==> config.mk <==
export PLATFORM = sky130hd
export DESIGN_NAME = encode_riscv_flat
export DESIGN_NICKNAME = d
export VERILOG_FILES = /design/src/rtl/encode_riscv_pkg.sv /design/src/rtl/encode_riscv_if.sv /design/src/rtl/encode_riscv_trace_fifo.sv /design/src/rtl/encode_riscv.sv /design/src/flat_wrapper.sv
export SDC_FILE = /design/constraint.sdc
export NUM_CORES = 1
export LEC_CHECK = 0
export CAP_MARGIN = 10
export CORE_MARGIN = 1.5
export CORE_UTILIZATION = 50
export CTS_CLUSTER_SIZE = 40
export DETAILED_ROUTE_END_ITERATION = 6
export GPL_ROUTABILITY_DRIVEN = 0
export GPL_TIMING_DRIVEN = 0
export PLACE_DENSITY = 0.72
export SYNTH_ARGS = -nofsm -noshare
export SYNTH_HDL_FRONTEND = slang
export SYNTH_HIERARCHICAL = 1
export SYNTH_SLANG_ARGS = --single-unit
==> constraint.sdc <==
create_clock -name clk -period 11.2 [get_ports clk]
set_input_delay 1.68 -clock clk [delete_from_list [all_inputs] [get_ports clk]]
set_output_delay 1.68 -clock clk [all_outputs]
set_load 0.01 [all_outputs]
==> src/rtl/encode_riscv_pkg.sv <==
// encode_riscv_pkg: uop opcode enum, RISC-V opcode/CSR constants and field helpers,
// shared by encode_riscv and the co-simulation checker.
package encode_riscv_pkg;
  localparam int M_WIDTH = 64;
  typedef enum logic [5:0] {
    OP_ADDU, OP_SUBU, OP_SLL, OP_SLT, OP_SLTU, OP_XOR, OP_SRL, OP_SRA, OP_OR, OP_AND,
    OP_MUL, OP_MULH, OP_MULHSU, OP_MULHU, OP_DIV, OP_DIVU, OP_REM, OP_REMU,
    OP_ADDI, OP_SLTI, OP_SLTIU, OP_XORI, OP_ORI, OP_ANDI, OP_SLLI, OP_SRLI, OP_SRAI,
    OP_LB, OP_LH, OP_LW, OP_LD, OP_LBU, OP_LHU, OP_LWU,
    OP_SB, OP_SH, OP_SW, OP_SD,
    OP_BEQ, OP_BNE, OP_BLT, OP_BGE, OP_BLTU, OP_BGEU,
    OP_J, OP_JAL, OP_JR, OP_RET, OP_JALR, OP_LUI, OP_AUIPC,
    OP_NOP, OP_BREAK, OP_MONITOR,
    OP_RDCYCLE, OP_RDINSTRET, OP_RDBRANCH, OP_RDCYCLEH, OP_RDINSTRETH, OP_RDFAULTEDBRANCH,
    OP_II
  } opcode_t;
  typedef enum logic [2:0] {FMT_R, FMT_I, FMT_S, FMT_B, FMT_J, FMT_U, FMT_NONE} fmt_t;
  localparam logic [6:0] OPC_OP = 7'h33, OPC_OP_IMM = 7'h13, OPC_LOAD = 7'h03, OPC_STORE = 7'h23;
  localparam logic [6:0] OPC_BRANCH = 7'h63, OPC_JAL = 7'h6f, OPC_JALR = 7'h67;
  localparam logic [6:0] OPC_LUI = 7'h37, OPC_AUIPC = 7'h17, OPC_SYSTEM = 7'h73;
  localparam logic [11:0] CSR_CYCLE = 12'hc00, CSR_INSTRET = 12'hc02, CSR_BRANCH = 12'hc03;
  localparam logic [11:0] CSR_CYCLEH = 12'hc80, CSR_INSTRETH = 12'hc82, CSR_FAULTEDBRANCH = 12'hc04;

  // decode hands these ops a pc-relative target instead of an offset
  function automatic logic pc_rel(input opcode_t op);
    return op inside {[OP_BEQ:OP_BGEU], OP_J, OP_JAL, OP_AUIPC};
  endfunction

  function automatic logic [2:0] funct3(input opcode_t op);
    case (op)
      OP_SLL, OP_MULH, OP_SLLI, OP_LH, OP_SH, OP_BNE: return 3'd1;
      OP_SLT, OP_MULHSU, OP_SLTI, OP_LW, OP_SW, OP_RDCYCLE, OP_RDINSTRET, OP_RDBRANCH,
      OP_RDCYCLEH, OP_RDINSTRETH, OP_RDFAULTEDBRANCH: return 3'd2;
      OP_SLTU, OP_MULHU, OP_SLTIU, OP_LD, OP_SD: return 3'd3;
      OP_XOR, OP_DIV, OP_XORI, OP_LBU, OP_BLT: return 3'd4;
      OP_SRL, OP_SRA, OP_DIVU, OP_SRLI, OP_SRAI, OP_LHU, OP_BGE: return 3'd5;
      OP_OR, OP_REM, OP_ORI, OP_LWU, OP_BLTU: return 3'd6;
      OP_AND, OP_REMU, OP_ANDI, OP_BGEU: return 3'd7;
      default: return 3'd0;
    endcase
  endfunction

  function automatic logic [11:0] csr_addr(input opcode_t op);
    return op == OP_RDCYCLE ? CSR_CYCLE : op == OP_RDINSTRET ? CSR_INSTRET :
           op == OP_RDBRANCH ? CSR_BRANCH : op == OP_RDCYCLEH ? CSR_CYCLEH :
           op == OP_RDINSTRETH ? CSR_INSTRETH : CSR_FAULTEDBRANCH;
  endfunction

  function automatic logic fits_signed(input logic [M_WIDTH-1:0] v, input int unsigned n);
    logic [M_WIDTH-1:0] s;
    s = M_WIDTH'($signed(v) >>> (n - 1));
    return s == '0 || s == '1;
  endfunction
endpackage

==> src/rtl/encode_riscv_if.sv <==
// encode_riscv_if: uop input stream, trace record output stream and status of encode_riscv.
interface encode_riscv_if;
  import encode_riscv_pkg::*;
  logic mode64;
  logic in_valid, in_ready;
  opcode_t in_op;
  logic [4:0] in_rd, in_rs1, in_rs2;
  logic [M_WIDTH-1:0] in_imm, in_pc;
  logic out_valid, out_ready, out_unenc;
  logic [M_WIDTH-1:0] out_pc;
  logic [31:0] out_insn, unenc_count;
  modport slave (
    input mode64, in_valid, in_op, in_rd, in_rs1, in_rs2, in_imm, in_pc, out_ready,
    output in_ready, out_valid, out_pc, out_insn, out_unenc, unenc_count
  );
  modport master (
    output mode64, in_valid, in_op, in_rd, in_rs1, in_rs2, in_imm, in_pc, out_ready,
    input in_ready, out_valid, out_pc, out_insn, out_unenc, unenc_count
  );
endinterface

==> src/rtl/encode_riscv_trace_fifo.sv <==
// encode_riscv_trace_fifo: valid/ready FIFO with wrap-bit pointers and occupancy count;
// when empty the output shows the last popped entry.
module encode_riscv_trace_fifo #(
  parameter int WIDTH = 8,
  parameter int DEPTH = 4,
  localparam int AW = $clog2(DEPTH)
) (
  input  logic             clk_i,
  input  logic             rst_i,
  input  logic             push_i,
  input  logic [WIDTH-1:0] data_i,
  input  logic             pop_i,
  output logic             valid_o,
  output logic [WIDTH-1:0] data_o,
  output logic [AW:0]      count_o
);
  logic [WIDTH-1:0] mem_q [DEPTH];
  logic [AW:0] wr_q, rd_q;
  logic [AW-1:0] rd_idx;

  assign count_o = wr_q - rd_q;
  assign valid_o = wr_q != rd_q;
  assign rd_idx = valid_o ? rd_q[AW-1:0] : rd_q[AW-1:0] - AW'(1);
  assign data_o = mem_q[rd_idx];

  always_ff @(posedge clk_i) begin
    if (rst_i) begin
      wr_q <= '0;
      rd_q <= '0;
    end else begin
      if (push_i) wr_q <= wr_q + (AW+1)'(1);
      if (pop_i && valid_o) rd_q <= rd_q + (AW+1)'(1);
    end
    if (push_i && !rst_i) mem_q[wr_q[AW-1:0]] <= data_i;
  end
endmodule

==> src/rtl/encode_riscv.sv <==
// encode_riscv: re-encodes retired uops into RV32/RV64 base+M words behind a credit-gated trace FIFO.
// Define ENCODE_TRACE_RANGE_CHECK_EN to flag offsets that do not fit their immediate field.
module encode_riscv
  import encode_riscv_pkg::*;
#(
  parameter int FIFO_DEPTH = 4
) (
  input logic           clk,
  input logic           reset,
  encode_riscv_if.slave bus
);
  localparam int CW = $clog2(FIFO_DEPTH);
  localparam int RW = M_WIDTH + 33;
  logic e0_valid_q, mode64_q, accept, range_ok, unenc;
  opcode_t op_q;
  logic [4:0] rd_q, rs1_q, rs2_q, rd_e, rs1_e;
  logic [M_WIDTH-1:0] pc_q, off_q, off_d, diff;
  logic [CW:0] count;
  fmt_t fmt;
  logic [6:0] opc, f7;
  logic [2:0] f3;
  logic [11:0] imm_i;
  logic [5:0] shamt;
  logic [31:0] insn, unenc_count_q;
  logic [RW-1:0] rec_out;

  // credit from registered state only, so out_ready never reaches in_ready combinationally
  assign bus.in_ready = !reset && (int'(count) + int'(e0_valid_q) < FIFO_DEPTH);
  assign accept = bus.in_valid && bus.in_ready;
  assign diff = bus.in_imm - bus.in_pc;
  assign off_d = !pc_rel(bus.in_op) ? bus.in_imm :
                 bus.mode64 ? diff : {{32{diff[31]}}, diff[31:0]};

  always_ff @(posedge clk) begin
    if (reset) begin
      e0_valid_q <= 1'b0;
      unenc_count_q <= '0;
    end else begin
      e0_valid_q <= accept;
      if (e0_valid_q && unenc && unenc_count_q != '1) unenc_count_q <= unenc_count_q + 32'd1;
    end
    if (accept) begin
      op_q <= bus.in_op;
      rd_q <= bus.in_rd;
      rs1_q <= bus.in_rs1;
      rs2_q <= bus.in_rs2;
      pc_q <= bus.in_pc;
      off_q <= off_d;
      mode64_q <= bus.mode64;
    end
  end

  assign f3 = funct3(op_q);
  assign f7 = op_q inside {OP_SUBU, OP_SRA, OP_SRAI} ? 7'h20 :
              op_q inside {[OP_MUL:OP_REMU]} ? 7'h01 : 7'h00;
  assign shamt = mode64_q ? off_q[5:0] : {1'b0, off_q[4:0]};

  always_comb begin
    fmt = FMT_I;
    opc = OPC_OP_IMM;
    rd_e = rd_q;
    rs1_e = rs1_q;
    imm_i = off_q[11:0];
    if (op_q inside {[OP_ADDU:OP_REMU]}) begin
      fmt = FMT_R;
      opc = OPC_OP;
    end else if (op_q inside {[OP_SLLI:OP_SRAI]}) imm_i = {f7, 5'd0} | {6'd0, shamt};
    else if (op_q inside {[OP_LB:OP_LWU]}) opc = OPC_LOAD;
    else if (op_q inside {[OP_SB:OP_SD]}) begin
      fmt = FMT_S;
      opc = OPC_STORE;
    end else if (op_q inside {[OP_BEQ:OP_BGEU]}) begin
      fmt = FMT_B;
      opc = OPC_BRANCH;
    end else if (op_q inside {OP_J, OP_JAL}) begin
      fmt = FMT_J;
      opc = OPC_JAL;
      rd_e = op_q == OP_J ? 5'd0 : rd_q;
    end else if (op_q inside {[OP_JR:OP_JALR]}) begin
      opc = OPC_JALR;
      rd_e = op_q == OP_JALR ? rd_q : 5'd0;
    end else if (op_q inside {OP_LUI, OP_AUIPC}) begin
      fmt = FMT_U;
      opc = op_q == OP_LUI ? OPC_LUI : OPC_AUIPC;
    end else if (op_q inside {[OP_NOP:OP_MONITOR]}) begin
      opc = op_q == OP_NOP ? OPC_OP_IMM : OPC_SYSTEM;
      rd_e = 5'd0;
      rs1_e = 5'd0;
      imm_i = {11'd0, op_q == OP_MONITOR};
    end else if (op_q inside {[OP_RDCYCLE:OP_RDFAULTEDBRANCH]}) begin
      opc = OPC_SYSTEM;
      rs1_e = 5'd0;
      imm_i = csr_addr(op_q);
    end else if (!(op_q inside {[OP_ADDI:OP_ANDI]})) fmt = FMT_NONE;
  end

  assign insn = fmt == FMT_R ? {f7, rs2_q, rs1_q, f3, rd_q, opc} :
                fmt == FMT_S ? {off_q[11:5], rs2_q, rs1_q, f3, off_q[4:0], opc} :
                fmt == FMT_B ? {off_q[12], off_q[10:5], rs2_q, rs1_q, f3, off_q[4:1], off_q[11], opc} :
                fmt == FMT_J ? {off_q[20], off_q[10:1], off_q[11], off_q[19:12], rd_e, opc} :
                fmt == FMT_U ? {off_q[31:12], rd_q, opc} :
                fmt == FMT_I ? {imm_i, rs1_e, f3, rd_e, opc} : 32'd0;

`ifdef ENCODE_TRACE_RANGE_CHECK_EN
  logic imm_off;
  assign imm_off = op_q inside {[OP_ADDI:OP_ANDI], [OP_LB:OP_LWU], [OP_JR:OP_JALR]};
  assign range_ok = fmt == FMT_B ? fits_signed(off_q, 13) && !off_q[0] :
                    fmt == FMT_J ? fits_signed(off_q, 21) && !off_q[0] :
                    fmt == FMT_S || imm_off ? fits_signed(off_q, 12) : 1'b1;
  a_range: assert property (@(posedge clk) disable iff (reset) e0_valid_q |-> range_ok);
`else
  logic unused_off;
  assign unused_off = ^off_q[M_WIDTH-1:32];
  assign range_ok = 1'b1;
`endif

  assign unenc = fmt == FMT_NONE || !range_ok;

  encode_riscv_trace_fifo #(.WIDTH(RW), .DEPTH(FIFO_DEPTH)) u_fifo (
    .clk_i(clk),
    .rst_i(reset),
    .push_i(e0_valid_q),
    .data_i({pc_q, unenc ? 32'd0 : insn, unenc}),
    .pop_i(bus.out_ready),
    .valid_o(bus.out_valid),
    .data_o(rec_out),
    .count_o(count)
  );

  assign bus.out_pc = rec_out[RW-1:33];
  assign bus.out_insn = rec_out[32:1];
  assign bus.out_unenc = rec_out[0];
  assign bus.unenc_count = unenc_count_q;
endmodule

==> src/flat_wrapper.sv <==
// flat-port wrapper written by rule: the top's interface ports become plain ports
module encode_riscv_flat import encode_riscv_pkg::*;
#(
  parameter int FIFO_DEPTH = 4
)
  (clk, reset, bus_mode64, bus_in_valid, bus_in_op, bus_in_rd, bus_in_rs1, bus_in_rs2, bus_in_imm, bus_in_pc, bus_out_ready, bus_in_ready, bus_out_valid, bus_out_pc, bus_out_insn, bus_out_unenc, bus_unenc_count);
  encode_riscv_if bus_i ();
  input logic clk;
  input logic reset;
  input wire logic [$bits(bus_i.mode64)-1:0] bus_mode64;
  input wire logic [$bits(bus_i.in_valid)-1:0] bus_in_valid;
  input wire logic [$bits(bus_i.in_op)-1:0] bus_in_op;
  input wire logic [$bits(bus_i.in_rd)-1:0] bus_in_rd;
  input wire logic [$bits(bus_i.in_rs1)-1:0] bus_in_rs1;
  input wire logic [$bits(bus_i.in_rs2)-1:0] bus_in_rs2;
  input wire logic [$bits(bus_i.in_imm)-1:0] bus_in_imm;
  input wire logic [$bits(bus_i.in_pc)-1:0] bus_in_pc;
  input wire logic [$bits(bus_i.out_ready)-1:0] bus_out_ready;
  output wire logic [$bits(bus_i.in_ready)-1:0] bus_in_ready;
  output wire logic [$bits(bus_i.out_valid)-1:0] bus_out_valid;
  output wire logic [$bits(bus_i.out_pc)-1:0] bus_out_pc;
  output wire logic [$bits(bus_i.out_insn)-1:0] bus_out_insn;
  output wire logic [$bits(bus_i.out_unenc)-1:0] bus_out_unenc;
  output wire logic [$bits(bus_i.unenc_count)-1:0] bus_unenc_count;
  assign bus_i.mode64 = bus_mode64;
  assign bus_i.in_valid = bus_in_valid;
  assign bus_i.in_op = bus_in_op;
  assign bus_i.in_rd = bus_in_rd;
  assign bus_i.in_rs1 = bus_in_rs1;
  assign bus_i.in_rs2 = bus_in_rs2;
  assign bus_i.in_imm = bus_in_imm;
  assign bus_i.in_pc = bus_in_pc;
  assign bus_i.out_ready = bus_out_ready;
  assign bus_in_ready = bus_i.in_ready;
  assign bus_out_valid = bus_i.out_valid;
  assign bus_out_pc = bus_i.out_pc;
  assign bus_out_insn = bus_i.out_insn;
  assign bus_out_unenc = bus_i.out_unenc;
  assign bus_unenc_count = bus_i.unenc_count;
  encode_riscv #(.FIFO_DEPTH(FIFO_DEPTH)) u_core (.clk(clk), .reset(reset), .bus(bus_i));
endmodule
=== Word-level counts from Yosys, hierarchy flattened ===
Memory sizes are Yosys's and may differ from the RTL's. A register that Yosys moved wholly into a read port is not among the register bits.
Index checks and enable logic that the tools add are counted.

* Add/subtract/negate cells: 7
* Multipliers: 0
* Div/mod/pow operators: 0
* $lt $le $gt $ge: 22
* Equal/unequal tests: 26
* Shift-type cells: 0
* Multiplexer cells: 74
* Bitwise gates (word level): 1
* Reduce and logical (&&, ||, !) cells: 23

{| class="wikitable"
|+ Operators by type and width
! operator !! count
|-
| 32-bit 2-to-1 mux || 8
|-
| 12-bit 2-to-1 mux || 14
|-
| 5-bit 2-to-1 mux || 21
|-
| 6-bit == test (second input constant) || 15
|-
| 7-bit 2-to-1 mux || 12
|-
| 6-bit <= comparator (second input constant) || 7
|-
| 6-bit greater-or-equal comparator (second input constant) || 6
|-
| 3-bit 2-to-1 mux || 11
|-
| 32-bit by 1-bit adder with 32-bit output (second input constant) || 1
|-
| 32-bit by 4-bit < comparator with 1-bit output (second input constant) || 1
|-
| 32-bit != test (second input constant) || 1
|-
| 32-bit subtractor || 1
|-
| 6-bit by 5-bit greater-or-equal comparator with 1-bit output (second input constant) || 3
|-
| 6-bit by 5-bit <= comparator with 1-bit output (second input constant) || 3
|-
| 6-bit 2-to-1 mux || 3
|-
| 1-bit logical AND || 17
|-
| 12-bit by 6-bit bitwise OR with 12-bit output || 1
|-
| 3-bit == test (second input constant) || 3
|-
| 8-bit 2-to-1 mux || 1
|-
| 3-bit by 1-bit adder with 3-bit output (second input constant) || 2
|-
| 3-bit by 2-bit == test with 1-bit output (second input constant) || 2
|-
| 6-bit by 1-bit == test with 1-bit output (second input constant) || 1
|-
| 6-bit by 3-bit == test with 1-bit output (second input constant) || 1
|-
| 6-bit by 5-bit == test with 1-bit output (second input constant) || 1
|-
| 14 further kinds || 17
|}

* Register bits after elaboration: 157
* Latch bits: 0
* RAM bits: 388
* Memory bits (read-only): 192
* Input bits: 154
* Output and inout bits: 131
* Memories: 2

{| class="wikitable"
|+ Memories
! name !! depth !! bits a word !! read ports !! clocked after memory_dff !! write ports !! line !! text
|-
| u_core.u_fifo.mem_q || 4 || 97 || 1 || 0 || 1 || encode_riscv_trace_fifo.sv:17 || <nowiki>logic [WIDTH-1:0] mem_q [DEPTH];</nowiki>
|-
| (name not given) || 64 || 3 || 1 || 1 || 0 || encode_riscv_pkg.sv:30 || <nowiki>case (op)</nowiki>
|}

=== Depth between registers and ports, before layout ===
* Depth after elaboration: 23
* Gate-level depth with buffers: 17
* Mapped depth without buffers: 15

=== Modules after synthesis ===
Netlist, hierarchy kept.

{| class="wikitable"
|+ Modules (own cells, without submodules)
! module !! times used !! cells an instance !! area an instance (µm²) !! sequential area each (µm²)
|-
| encode_riscv_trace_fifo || 1 || 990 || 18944.4 || 11771.3
|-
| encode_riscv || 1 || 890 || 8775.9 || 4264.1
|}

=== Least setup slack after synthesis ===
Ideal clock, no wire load.

* Path type: input to register
* Start: input reset
* End: memory u_core/u_fifo/mem_q[3][0] in the netlist's numbering, enable pin
* Arrival: 5.938 ns
* Path slack: 4.709 ns
* Stages on the path: 2
* Path buffers: 1
* Path through: clkbuf_1 nor2_1

* Cells in the longest elaborated chain, start to end: 4

{| class="wikitable"
|+ Ends and longest elaborated chain
! what !! line !! text
|-
| from (decl) || flat_wrapper.sv:9 || <nowiki>input logic reset;</nowiki>
|-
| 1-bit logical NOT || encode_riscv_trace_fifo.sv:34 || <nowiki>if (push_i && !rst_i) mem_q[wr_q[AW-1:0]] <= data_i;</nowiki>
|-
| 1-bit logical AND || encode_riscv_trace_fifo.sv:34 ||
|-
| 1-bit 2-to-1 mux || encode_riscv_trace_fifo.sv:34 ||
|-
| 1-bit 2-to-1 mux (implied by the code) || encode_riscv_trace_fifo.sv:34 ||
|-
| to (decl) || encode_riscv_trace_fifo.sv:17 ||
|}

Every way passes these cells.

=== Worst setup path in the final report ===
* Start: register u_core.u_fifo.rd_q[1]
* End: output bus_out_pc[24]

* Cells in the longest elaborated chain, start to end: 3
* Elaborated cells on any way between the ends: 4
* Classes of those cells: add/sub (1); eq/ne (1); mux (1); memory (1)

{| class="wikitable"
|+ Ends and longest elaborated chain
! what !! line !! text
|-
| from (decl) || encode_riscv_trace_fifo.sv:18 || <nowiki>logic [AW:0] wr_q, rd_q;</nowiki>
|-
| from (signal assigned) || encode_riscv_trace_fifo.sv:32 || <nowiki>if (pop_i && valid_o) rd_q <= rd_q + (AW+1)'(1);</nowiki>
|-
| 2-bit by 1-bit subtractor with 2-bit output / 3-bit != test (equally long branches) || encode_riscv_trace_fifo.sv:23, encode_riscv_trace_fifo.sv:22 ||
|-
| 2-bit 2-to-1 mux (*) || encode_riscv_trace_fifo.sv:23 || <nowiki>assign rd_idx = valid_o ? rd_q[AW-1:0] : rd_q[AW-1:0] - AW'(1);</nowiki>
|-
| memory read 4 x 97 bit (*) || -- ||
|-
| to (decl) || flat_wrapper.sv:21 || <nowiki>output wire logic [$bits(bus_i.out_pc)-1:0] bus_out_pc;</nowiki>
|}

Every way passes the cells marked *; elsewhere a longest branch is shown, timed or not.

==> qor.csv <==
stage,metric,value,unit
clock_tree,post-cts-setup-buffers,0,
cells_and_area,stdcell_area,33400,um2
pwr,p_leak,11.2,nW
setup_path,startpoint,u_core/u_fifo/rd_q[1],
global_routing,grt_antenna_before_repair,9,
synthesis,synthFlopType,edfxtp_1,
run,maxCapViolCount,0,
synthesis,synth_seq_area_share,57.8,%
pwr,p_per_area,219,nW/um2
timing,tightest_slew,1.02,ns
timing,tns,0,ns
setup_path,rr_startpoint,u_core/u_fifo/wr_q[0],
pwr,ir_drop,144,uV
timing,fmax,158,MHz
global_routing,grt_pass1_vias,17900,
clock_tree,root_buffer,clkbuf_16,
pwr,combPwrFrac,38.6,%
route,detail_route.wl_per_cell,23.2,um
synthesis,synthesis.area,27700,um2
synthesis,synth_edf_count,506,
route,detail-route-antenna-nets,0,
global_routing,gr-total-overflow,0,
setup_path,reg2reg_setup_slack,6.53,ns
clock_tree,cts_resized,0,
synthesis,synth_cell_types,83,
setup_path,crit_chain,buf_2 -> buf_2 -> buf_1 -> inv_1 -> ha_1 -> and2_1 -> and2_1 -> buf_6 -> buf_2 -> mux4_2 -> clkdlybuf4s50_1,
global_routing,track_usage,24.6,%
outcome,status,completed,
clock_tree,postCtsHoldBufs,0,
setup_path,path_common_cell,buf_2,
clock_tree,tritoncts,built,
timing,rsz0062_at_grt,no,
route,drc,0,
clock_tree,clk_pin_slew,0.06,ns
setup_path,critPathLaunchType,flip-flop,
route,vias_per_cell,5.84,
floorplanning,io_pins,285,
floorplanning,start_util,50.4,%
setup_path,worstPathMaxFanout,10,
setup_path,critPathTopFamily,buffers and inverters,
setup_path,max_stage_delay,0.60,ns
cells_and_area,fillers,4151,
worst_hold_path,hold_path.class,flip-flop to flip-flop,
clock_tree,clk_latency,0.63,ns
floorplanning,die_x,238,um
placed_design,port_buffers,251,
synthesis,synth_top_area_share,54.8,%
placed_design,dp_hpwl,48100,um
pwr,intPower,5.13,mW
timing,timing.final.crit_share,56.6,%
timing,final_max_slew_viol_count,0,
setup_path,crit_slowest_cell,buf_1,
setup_path,cp-end-kind,primary output,
floorplanning,row_count,86,
cells_and_area,layout_common_cells,"edfxtp_1, mux2_2, clkdlybuf4s50_1",
floorplanning,coreArea,55000,um2
synthesis,syn_nets,2085,
timing,max-slew-margin-rel,31.9,%
pwr,switchingPower,2.19,mW
cells_and_area,layout-drive-gt1-share,27.9,%
clock_tree,htree_levels,2,
clock_tree,numCtsBuffers,58,
route,drt-initial-drc-count,1289,
synthesis,async_flop_share,0,%
route,via_count,17500,
cells_and_area,fin_nets,2405,
timing,finalCriticalPeriod,6.34,ns
pwr,switching_share,29.9,%
cells_and_area,final_common_cell,edfxtp_1,
setup_path,arrival,4.66,ns
synthesis,synth-seq-cells,548,
cells_and_area,multiInputGateArea,11000,um2
placed_design,place_area,31400,um2
cells_and_area,syn_to_final_growth,20.6,%
route,first_pass_iters,7,
setup_path,critPathRequiredTime,9.52,ns
floorplanning,dieArea,56900,um2
timing,finalHoldViolCount,0,
clock_tree,numClockSinks,548,
setup_path,cp.buffers_inverters,7,
pwr,p_seq_share,33.9,%
global_routing,grt_max_degree,86,
pwr,clockPowerShare,27.5,%
floorplanning,dieHeight,238,um
synthesis,ys_top_cells_by_area,"edfxtp_1, mux2_2, mux4_2",
worst_hold_path,worstHoldStart,u_core/pc_q[28],
cells_and_area,layout.area.seq,16000,um2
synthesis,synth_warnings,6,
global_routing,grt_pass1_wl,106000,um
placed_design,place_inst,2888,
synthesis,syn_inst,1880,
cells_and_area,fin_cells,3002,
timing,fin_skew,0.0237,ns
synthesis,synth.avg_cell_area,14.7,um2
setup_path,worstSetupPathType,flip-flop to primary output,
route,routed_wl,69700,um
clock_tree,clk_path_buf_depth,3,
timing,finalSetupViolCount,0,
synthesis,synth_top_area_cell,edfxtp_1,
-- stage by stage --
step | setup WS (ns) | util (%) | hold slack (ns) | power (mW)
2_1_floorplan | 4.71 | - | 0.459 | 4.20
3_3_place_gp | 0.730 | 56.7 | 0.463 | 5.34
3_5_place_dp | 5.44 | 57.1 | 0.481 | 5.36
4_1_cts | 4.79 | 60.8 | 0.489 | 7.39
5_1_grt | 4.60 | 60.8 | 0.498 | 7.61
6_report | 4.86 | 60.8 | 0.489 | 7.31
-- cell usage after synthesis, drive strengths merged, types with 15 or more instances --
cell / n
ha: 49
mux2: 391
nand3: 32
xor2: 33
edfxtp: 506
nor2: 71
xnor2: 23
a21oi: 60
buf: 33
mux4: 97
a22o: 15
dfxtp: 42
clkbuf: 71
inv: 59
nand2: 111
nor2b: 17
o21ai: 82
a21o: 15
-- power by group through the flow --
stage               clock network (mW)  logic (mW)  registers [mW]
floorplan                            0        1.71            2.49
global placement                     0        2.81            2.52
detailed placement                   0        2.84            2.52
CTS                               2.05        2.86            2.48
global route                      2.12        3.00            2.49
finish                            2.01        2.83            2.48
-- final timing paths --
check	endpoint	cells past startpoint
setup reg to reg	u_core/f3[1]	16
setup / recovery	bus_out_pc[24]	11
hold / removal	u_core/u_fifo/mem_q[1][61]	0
hold reg to reg	u_core/u_fifo/mem_q[1][61]	0
-- cell families after synthesis --
logic type,synth area share (%)
AO/OA/AOI/OAI,6.21
XOR/XNOR,1.77
adder cells (fa/ha/maj),2.36
buffers and inverters,2.42
flip-flops,57.8
multiplexers,24.0
AND/OR/NAND/NOR,5.37
-- layout make-up --
type | instances | area share, %
sequential | 548 | 48.0
multi-input combinational | 1169 | 33.0
timing repair buffer | 260 | 8.19
clock buffer | 72 | 4.56
tap | 748 | 2.80
clock inverter | 38 | 1.44
buffer | 104 | 1.35
inverter | 59 | 0.662
antenna | 4 | 0.0299
-- routing by layer --
layer	GRT usage (%)	vias up	wire length [um]
li1	-	7979	-
met1	32.6	8787	29000
met2	40.9	635	33900
met3	4.52	128	4710
met4	8.13	10	2090
met5	0	-	58
-- worst reg2reg max path: cells and delay by family (launching register included) --
family / cells / cell delay, ns
AO/OA/AOI/OAI: 5 / 0.92
XOR/XNOR: 1 / 0.15
adder cells (fa/ha/maj): 3 / 0.86
buffers and inverters: 5 / 1.40
flip-flops: 1 / 0.40
multiplexers: 1 / 0.63
AND/OR/NAND/NOR: 1 / 0.18
-- registers in the layout, indices dropped and copies added (netlist names), 3 cells and up --
signal                  count
u_core/off_q               32
u_core/u_fifo/mem_q       388
u_core/u_fifo/rd_q          3
u_core/bus.unenc_count     32
u_core/rd_q                 5
u_core/rs2_q                5
u_core/u_fifo/wr_q          3
u_core/op_q                 6
u_core/pc_q                64
u_core/f3                   3
u_core/rs1_q                5
Note: power is estimated with default switching activity, not from simulation.
